==> config.mk <==
export PLATFORM = sky130hd
export DESIGN_NAME = rotary_counter
export DESIGN_NICKNAME = d
export VERILOG_FILES = /design/src/rtl/rotary_counter.sv
export SDC_FILE = /design/constraint.sdc
export NUM_CORES = 1
export LEC_CHECK = 0
export BUFFER_PORTS_ARGS = -buffer_cell sky130_fd_sc_hd__buf_2
export CORE_ASPECT_RATIO = 2
export CORE_UTILIZATION = 43
export CTS_BUF_LIST = sky130_fd_sc_hd__clkbuf_16
export DETAILED_ROUTE_END_ITERATION = 10
export PLACE_DENSITY = 0.65
export SYNTH_ARGS = -nofsm -noshare
export SYNTH_HDL_FRONTEND = slang
export SYNTH_SLANG_ARGS = --single-unit
==> constraint.sdc <==
create_clock -name clk -period 2.9 [get_ports clk]
set_input_delay 0.29 -clock clk [delete_from_list [all_inputs] [get_ports clk]]
set_output_delay 0.29 -clock clk [all_outputs]
set_load 0.01 [all_outputs]
==> src/rtl/rotary_counter.sv <==
// rotary_counter: bounded position accumulator for decoded encoder steps with
// saturate/wrap range handling, optional time-based acceleration and load.
module rotary_counter #(
    parameter int WIDTH           = 8,
    parameter int MIN_VALUE       = 0,
    parameter int MAX_VALUE       = 255,
    parameter int RESET_VALUE     = 0,
    parameter bit WRAP            = 0,
    parameter int ACCEL_WINDOW    = 0,
    parameter int ACCEL_MAX_SHIFT = 3
) (
    input  logic             clk,
    input  logic             rst,
    input  logic             in_cw,
    input  logic             in_ccw,
    input  logic             load,
    input  logic [WIDTH-1:0] load_value,
    output logic [WIDTH-1:0] value,
    output logic             changed,
    output logic             direction,
    output logic             at_limit
);
    localparam int SW = ACCEL_MAX_SHIFT > 0 ? $clog2(ACCEL_MAX_SHIFT + 1) : 1;
    localparam int TW = ACCEL_WINDOW > 0 ? $clog2(ACCEL_WINDOW + 1) : 1;
    localparam logic [TW-1:0] WIN = TW'(ACCEL_WINDOW);
    localparam logic [SW-1:0] SMAX = SW'(ACCEL_MAX_SHIFT);
    localparam logic signed [WIDTH+1:0] LO = (WIDTH+2)'(MIN_VALUE);
    localparam logic signed [WIDTH+1:0] HI = (WIDTH+2)'(MAX_VALUE);
    localparam logic signed [WIDTH+1:0] SPAN = (WIDTH+2)'(MAX_VALUE - MIN_VALUE + 1);
    localparam logic [WIDTH-1:0] VMIN = WIDTH'(MIN_VALUE);
    localparam logic [WIDTH-1:0] VMAX = WIDTH'(MAX_VALUE);
    localparam logic [WIDTH-1:0] VRST = WIDTH'(RESET_VALUE);
    localparam logic AT_RST = !WRAP && (RESET_VALUE == MIN_VALUE || RESET_VALUE == MAX_VALUE);

    logic [WIDTH-1:0] value_q, value_d;
    logic             changed_q, changed_d;
    logic             direction_q, direction_d;
    logic             at_limit_q, at_limit_d;
    logic [SW-1:0]    shift_q, shift_d, shift_nxt;
    logic [TW-1:0]    timer_q, timer_d;
    logic             step, accel;
    logic signed [WIDTH+1:0] cur, stepv, cand, stepped, lv, clamped;

    always_comb begin
        step      = in_cw ^ in_ccw;
        accel     = ACCEL_WINDOW > 0 && direction_q == in_cw && timer_q < WIN;
        shift_nxt = accel ? (shift_q == SMAX ? shift_q : shift_q + 1'b1) : '0;
        stepv     = {{(WIDTH+1){1'b0}}, 1'b1} << shift_nxt;
        cur       = {2'b00, value_q};
        cand      = in_cw ? cur + stepv : cur - stepv;
        // One wrap correction suffices since the largest step never exceeds the span.
        stepped   = WRAP ? (cand > HI ? cand - SPAN : cand < LO ? cand + SPAN : cand)
                         : (cand > HI ? HI : cand < LO ? LO : cand);
        lv        = {2'b00, load_value};
        clamped   = lv > HI ? HI : lv < LO ? LO : lv;
        value_d   = load ? clamped[WIDTH-1:0] : step ? stepped[WIDTH-1:0] : value_q;
        changed_d = value_d != value_q;
        direction_d = !load && step ? in_cw : direction_q;
        shift_d   = load ? '0 : step ? shift_nxt : shift_q;
        timer_d   = load ? WIN : step ? '0 : (timer_q == WIN ? timer_q : timer_q + 1'b1);
        at_limit_d = !WRAP && (value_d == VMIN || value_d == VMAX);
    end

    always_ff @(posedge clk) begin
        if (rst) begin
            value_q     <= VRST;
            changed_q   <= 1'b0;
            direction_q <= 1'b0;
            at_limit_q  <= AT_RST;
            shift_q     <= '0;
            timer_q     <= WIN;
        end else begin
            value_q     <= value_d;
            changed_q   <= changed_d;
            direction_q <= direction_d;
            at_limit_q  <= at_limit_d;
            shift_q     <= shift_d;
            timer_q     <= timer_d;
        end
    end

    assign value     = value_q;
    assign changed   = changed_q;
    assign direction = direction_q;
    assign at_limit  = at_limit_q;
endmodule

# Word level (Yosys, flattened, before mapping)
# Cells that the tools add are included.
[word_totals]
regBits = 11
out_inout_bits = 11
[classes]
reduce_logical = 4
mux = 5
n_bitwise = 1
eq_ne = 2
order_cmp = 2
n_addsub = 2
[op_table]
columns = ["operator", "count"]
rows = [
  ["2-to-1 mux 8 bit", 4],
  ["greater-than comparator 10 x 9 -> 1 bit (second input constant)", 1],
  ["< comparator 10 x 1 -> 1 bit (second input constant)", 1],
  ["2-to-1 mux 10 bit", 1],
  ["adder 8 x 1 -> 9 bit (second input constant)", 1],
  ["subtractor 8 x 1 -> 9 bit (second input constant)", 1],
  ["== test 8 bit (second input constant)", 1],
  ["zero test 8 bit", 1],
  ["inequality test 8 bit", 1],
  ["logical AND 1 bit", 1],
  ["zero test 1 bit", 1],
  ["logical OR 1 bit", 1],
  ["XOR 1 bit", 1],
]

# Depth between registers and ports, before layout
[logic_depth]
ltp_word = 9
ltp_mapped = 9
ltp_nobuf = 9

# Worst setup path before layout
# Ideal clock, no wire load.
[synth_path]
kind = "register to register"
startpoint = "register value_q[0] (netlist: value[0])"
endpoint = "register at_limit_q (netlist: at_limit)"
setup_time_ps = 120
t_arrival_ps = 2157
slack_ps = 623
period_less_slack_ps = 2277
n_path_buf = 0
stages_incl_launch_ff = 10
cell_sequence = "dfxtp_1 -> inv_1 -> ha_1 -> nor3b_2 -> and4_1 -> or3_1 -> a32oi_1 -> nand2b_1 -> nor4_1 -> a211o_1"
[synth_via]
elab_chain_cells = 9
word_cells_on_any_way = 12
cone_classes = "add/sub: 2; order compare: 2; eq/ne: 1; mux: 5; reduce/logical: 2"
[synth_lines]
columns = ["item", "line_no", "source"]
rows = [
  ["from (decl)", "35", "logic [WIDTH-1:0] value_q, value_d;"],
  ["from (signal assigned)", "73", "value_q <= value_d;"],
  ["subtractor 8 x 1 -> 9 bit or adder 8 x 1 -> 9 bit (tied branches)", "50", "cand = in_cw ? cur + stepv : cur - stepv;"],
  ["2-to-1 mux 10 bit", "50", ""],
  ["< comparator 10 x 1 -> 1 bit", "53", ": (cand > HI ? HI : cand < LO ? LO : cand);"],
  ["2-to-1 mux 8 bit (2 in series)", "53", ""],
  ["2-to-1 mux 8 bit (*) (2 in series)", "56", "value_d = load ? clamped[WIDTH-1:0] : step ? stepped[WIDTH-1:0] : value_q;"],
  ["== test 8 bit or zero test 8 bit (tied branches)", "61", "at_limit_d = !WRAP && (value_d == VMIN || value_d == VMAX);"],
  ["logical OR 1 bit (*)", "61", ""],
  ["to (signal assigned)", "76", "at_limit_q <= at_limit_d;"],
  ["to (decl)", "38", "logic at_limit_q, at_limit_d;"],
]
# Every way passes the cells marked *; elsewhere a longest branch is shown, timed or not.
# A chain may end at the register's enable or synchronous reset.

# Worst setup path in the final report
[layout_path]
startpoint = "register value_q[1] (netlist: value[1])"
endpoint = "register at_limit_q (netlist: at_limit)"
# Same word-level chain as after synthesis.

==> impl_metrics.json <==
{
  "yosysUniqueCellTypes": 52,
  "groute.layer.met3.usage_pct": 4.13,
  "routabilityCongestion": 0.938,
  "synth_sequential_area_ratio_pct": 19.4,
  "synth-edff-count": 0,
  "antenna_violating_nets_post_route": 0,
  "net-switching-power_mw": 0.209,
  "hold_class": "primary input to flop",
  "clkLatencyLatePin_ps": 240,
  "status": "complete, no violations",
  "seq_area_um2": 220,
  "drt_iter0_markers": 42,
  "cts.path.max_buffers": 2,
  "synth-seq-cells": 11,
  "cts.sink_count": 11,
  "cp-start-kind": "flop",
  "final_layout_size_suffix_gt1_share_pct": 22.2,
  "routed_wl_um": 3660,
  "peakVddDrop_uv": 384,
  "die_width_um": 38.3,
  "timing.critical_path.required_ps": 3080,
  "timing.final.crit_share_pct": 87.5,
  "antenna-diode-count": 0,
  "hold_buffers": 0,
  "fin_area_um2": 1300,
  "worst_pin_slew_ps": 508,
  "grt_max_degree": 18,
  "power.clock.fraction_pct": 39.1,
  "power.switching_fraction_pct": 32.9,
  "cts_tree": "yes",
  "grt_busiest_layer": "met2",
  "numPortBuffers": 23,
  "cp.arrival_ps": 2720,
  "timing.final.ws_setup_ps": 363,
  "p_int_mw": 0.426,
  "vias_per_cell": 6.56,
  "route.detailed.drc": 0,
  "r2r_slack_ps": 360,
  "global_route.usage.met2_pct": 47.8,
  "grt_pass1_wl_um": 5580,
  "syn_to_final_growth_pct": 15.0,
  "timing.hold.ws_ps": 367,
  "cts.htree.levels": 1,
  "io_pins": 24,
  "numCtsBuffers": 3,
  "worstReg2RegEnd": "at_limit$_SDFF_PP1_",
  "vias_in_the_first_global_route": 1217,
  "synthesis.area_per_instance_um2": 7.51,
  "area_of_combinational_cells_with_multiple_inputs_um2": 825,
  "path_max_fanout": 7,
  "path_type_of_the_worst_setup_path": "flop to flop",
  "yosys_warnings": 0,
  "async_reset_ff_share_pct": 0,
  "worst_slew_margin_rel_pct": 66.1,
  "dp_worst_setup_slack_ps": 457,
  "fmaxAchievable_mhz": 394,
  "ys_dominant_reg_cell": "sky130_fd_sc_hd__dfxtp_1",
  "row_count": 26,
  "detailed_place.area_um2": 1220,
  "postSynthCellCount": 151,
  "p_seq_share_pct": 30.6,
  "postSynthNetCount": 166,
  "most-common-layout-cells": "sky130_fd_sc_hd__buf_2, sky130_fd_sc_hd__nor2_1, sky130_fd_sc_hd__o21ai_0",
  "fp.dieH_um": 74.6,
  "layout_min_cycle_time_ps": 2540,
  "finalSetupTns_ps": 0,
  "power-per-cell-area_nw_per_um2": 487,
  "finalSetupViolations": 0,
  "number_of_nets_in_the_layout": 183,
  "placed_cells": 191,
  "number_of_setup_buffers_added_after_cts": 0,
  "total_leakage_power_nw": 0.523,
  "clock-skew-final_ps": 3.12,
  "ctsResizeCount": 0,
  "clk_transition_reported_paths_ps": 40,
  "core_area_um2": 2540,
  "initial_utilization_pct": 44.7,
  "use_met1_pct": 28.1,
  "area_of_the_die_um2": 2860,
  "final_core_utilization_pct": 51.4,
  "combPwrFrac_pct": 30.3,
  "vias_after_detailed_routing": 1280,
  "reg2reg_from": "value[1]$_SDFF_PP0_",
  "detailedPlacementHpwl_um": 2810,
  "stdcell_count": 195,
  "root_buffer": "sky130_fd_sc_hd__clkbuf_16",
  "most_frequent_standard_cell_in_the_layout_excluding_fill_and_tap_cells": "sky130_fd_sc_hd__buf_2",
  "startpoint": "value[1]$_SDFF_PP0_",
  "worst_r2r_path_depth": 9,
  "final-max-slew-violation-count": 0,
  "global_routing_usage_summed_across_all_routing_layers_pct": 28.0,
  "cap_viol_max_count": 0,
  "antenna_found_initial": 0,
  "grt_remaining_overflow": 0,
  "final-hold-violation-count": 0,
  "drt-pass1-iter-count": 4,
  "route.detailed.wl_per_inst_um": 18.7,
  "setup.worst_path.end": "at_limit$_SDFF_PP1_",
  "layout.filler_cells": 259,
  "syn-cell-area_um2": 1130,
  "worstSetupEndpointType": "flop",
  "rsz_0062_raised_after_global_routing": "false",
  "power_total_mw": 0.635
}
[worst min path at each step]
stage,start,endpoint,slack [ps],cells after the start
after floorplan,rst,value[1]$_SDFF_PP0_,360,1
after global placement,direction$_SDFFE_PP0P_,direction$_SDFFE_PP0P_,480,2
after detailed placement,direction$_SDFFE_PP0P_,direction$_SDFFE_PP0P_,480,2
after CTS,rst,value[0]$_SDFF_PP0_,370,2
after global routing,load_value[6],value[6]$_SDFF_PP0_,380,3
final,rst,value[0]$_SDFF_PP0_,370,2
[final cells by class]
type                       instances  share of cell area (%)
clock inverter                     1                   0.288
tap                               28                    2.69
timing repair buffer              24                    9.41
sequential                        11                    16.9
inverter                           6                    1.73
clock buffer                       3                    5.76
multi-input combinational        122                    63.2
[power groups by stage]
stage | Sequential, mW | Combinational, mW | Clock (mW)
6_report | 0.194 | 0.193 | 0.248
5_1_grt | 0.197 | 0.210 | 0.258
4_1_cts | 0.193 | 0.191 | 0.251
3_5_place_dp | 0.196 | 0.189 | 0
3_3_place_gp | 0.195 | 0.188 | 0
2_1_floorplan | 0.182 | 0.147 | 0
[sequential cells by signal (all words and copies together), names as in the netlist]
| register | count |
|---|---|
| direction | 1 |
| at_limit | 1 |
| changed | 1 |
| value | 8 |
[cell families (layout without fill, tap and decap cells)]
| family | Yosys count | in the layout | share of synthesized area, % |
|---|---|---|---|
| AND/OR/NAND/NOR | 60 | 60 | 33.3 |
| AO/OA/AOI/OAI | 51 | 51 | 30.2 |
| buffers and inverters | 18 | 34 | 7.84 |
| flip-flops | 11 | 11 | 19.4 |
| XOR/XNOR | 9 | 9 | 6.95 |
| adder cells (fa/ha/maj) | 2 | 2 | 2.21 |
[synthesized netlist by cell type (3+ instances only)]
| library cell | number | share of area [%] |
|---|---|---|
| sky130_fd_sc_hd__nor2b_1 | 3 | 1.7 |
| sky130_fd_sc_hd__nor3_1 | 5 | 2.2 |
| sky130_fd_sc_hd__xor2_1 | 6 | 4.6 |
| sky130_fd_sc_hd__buf_2 | 5 | 2.2 |
| sky130_fd_sc_hd__nand2b_1 | 3 | 1.7 |
| sky130_fd_sc_hd__xnor2_1 | 3 | 2.3 |
| sky130_fd_sc_hd__a211o_1 | 4 | 3.1 |
| sky130_fd_sc_hd__inv_1 | 6 | 2.0 |
| sky130_fd_sc_hd__and4_1 | 3 | 2.3 |
| sky130_fd_sc_hd__nand2_1 | 8 | 2.6 |
| sky130_fd_sc_hd__dfxtp_1 | 11 | 19 |
| sky130_fd_sc_hd__nand4_1 | 4 | 2.2 |
| sky130_fd_sc_hd__o21ai_0 | 12 | 5.3 |
| sky130_fd_sc_hd__a21oi_1 | 11 | 4.9 |
| sky130_fd_sc_hd__clkbuf_1 | 3 | 0.99 |
| sky130_fd_sc_hd__nor2_1 | 17 | 5.6 |
[routing by layer]
layer | wire (um) | up-vias | part of all wire (%)
met4 | 217 | 0 | 5.9
met2 | 1990 | 66 | 54
met3 | 206 | 21 | 5.6
met5 | 0 | - | 0
met1 | 1250 | 600 | 34
li1 | - | 593 | -
[worst max-delay path, stage by stage (launching register included)]
cell	delay, ps
sky130_fd_sc_hd__dfxtp_1	370
sky130_fd_sc_hd__inv_1	190
sky130_fd_sc_hd__ha_1	230
sky130_fd_sc_hd__nor3b_2	360
sky130_fd_sc_hd__a211oi_1	170
sky130_fd_sc_hd__a211o_1	260
sky130_fd_sc_hd__a22oi_1	400
sky130_fd_sc_hd__nand4_1	180
sky130_fd_sc_hd__nor4_2	190
sky130_fd_sc_hd__a211o_1	140
(Power assumes the default switching activity.)
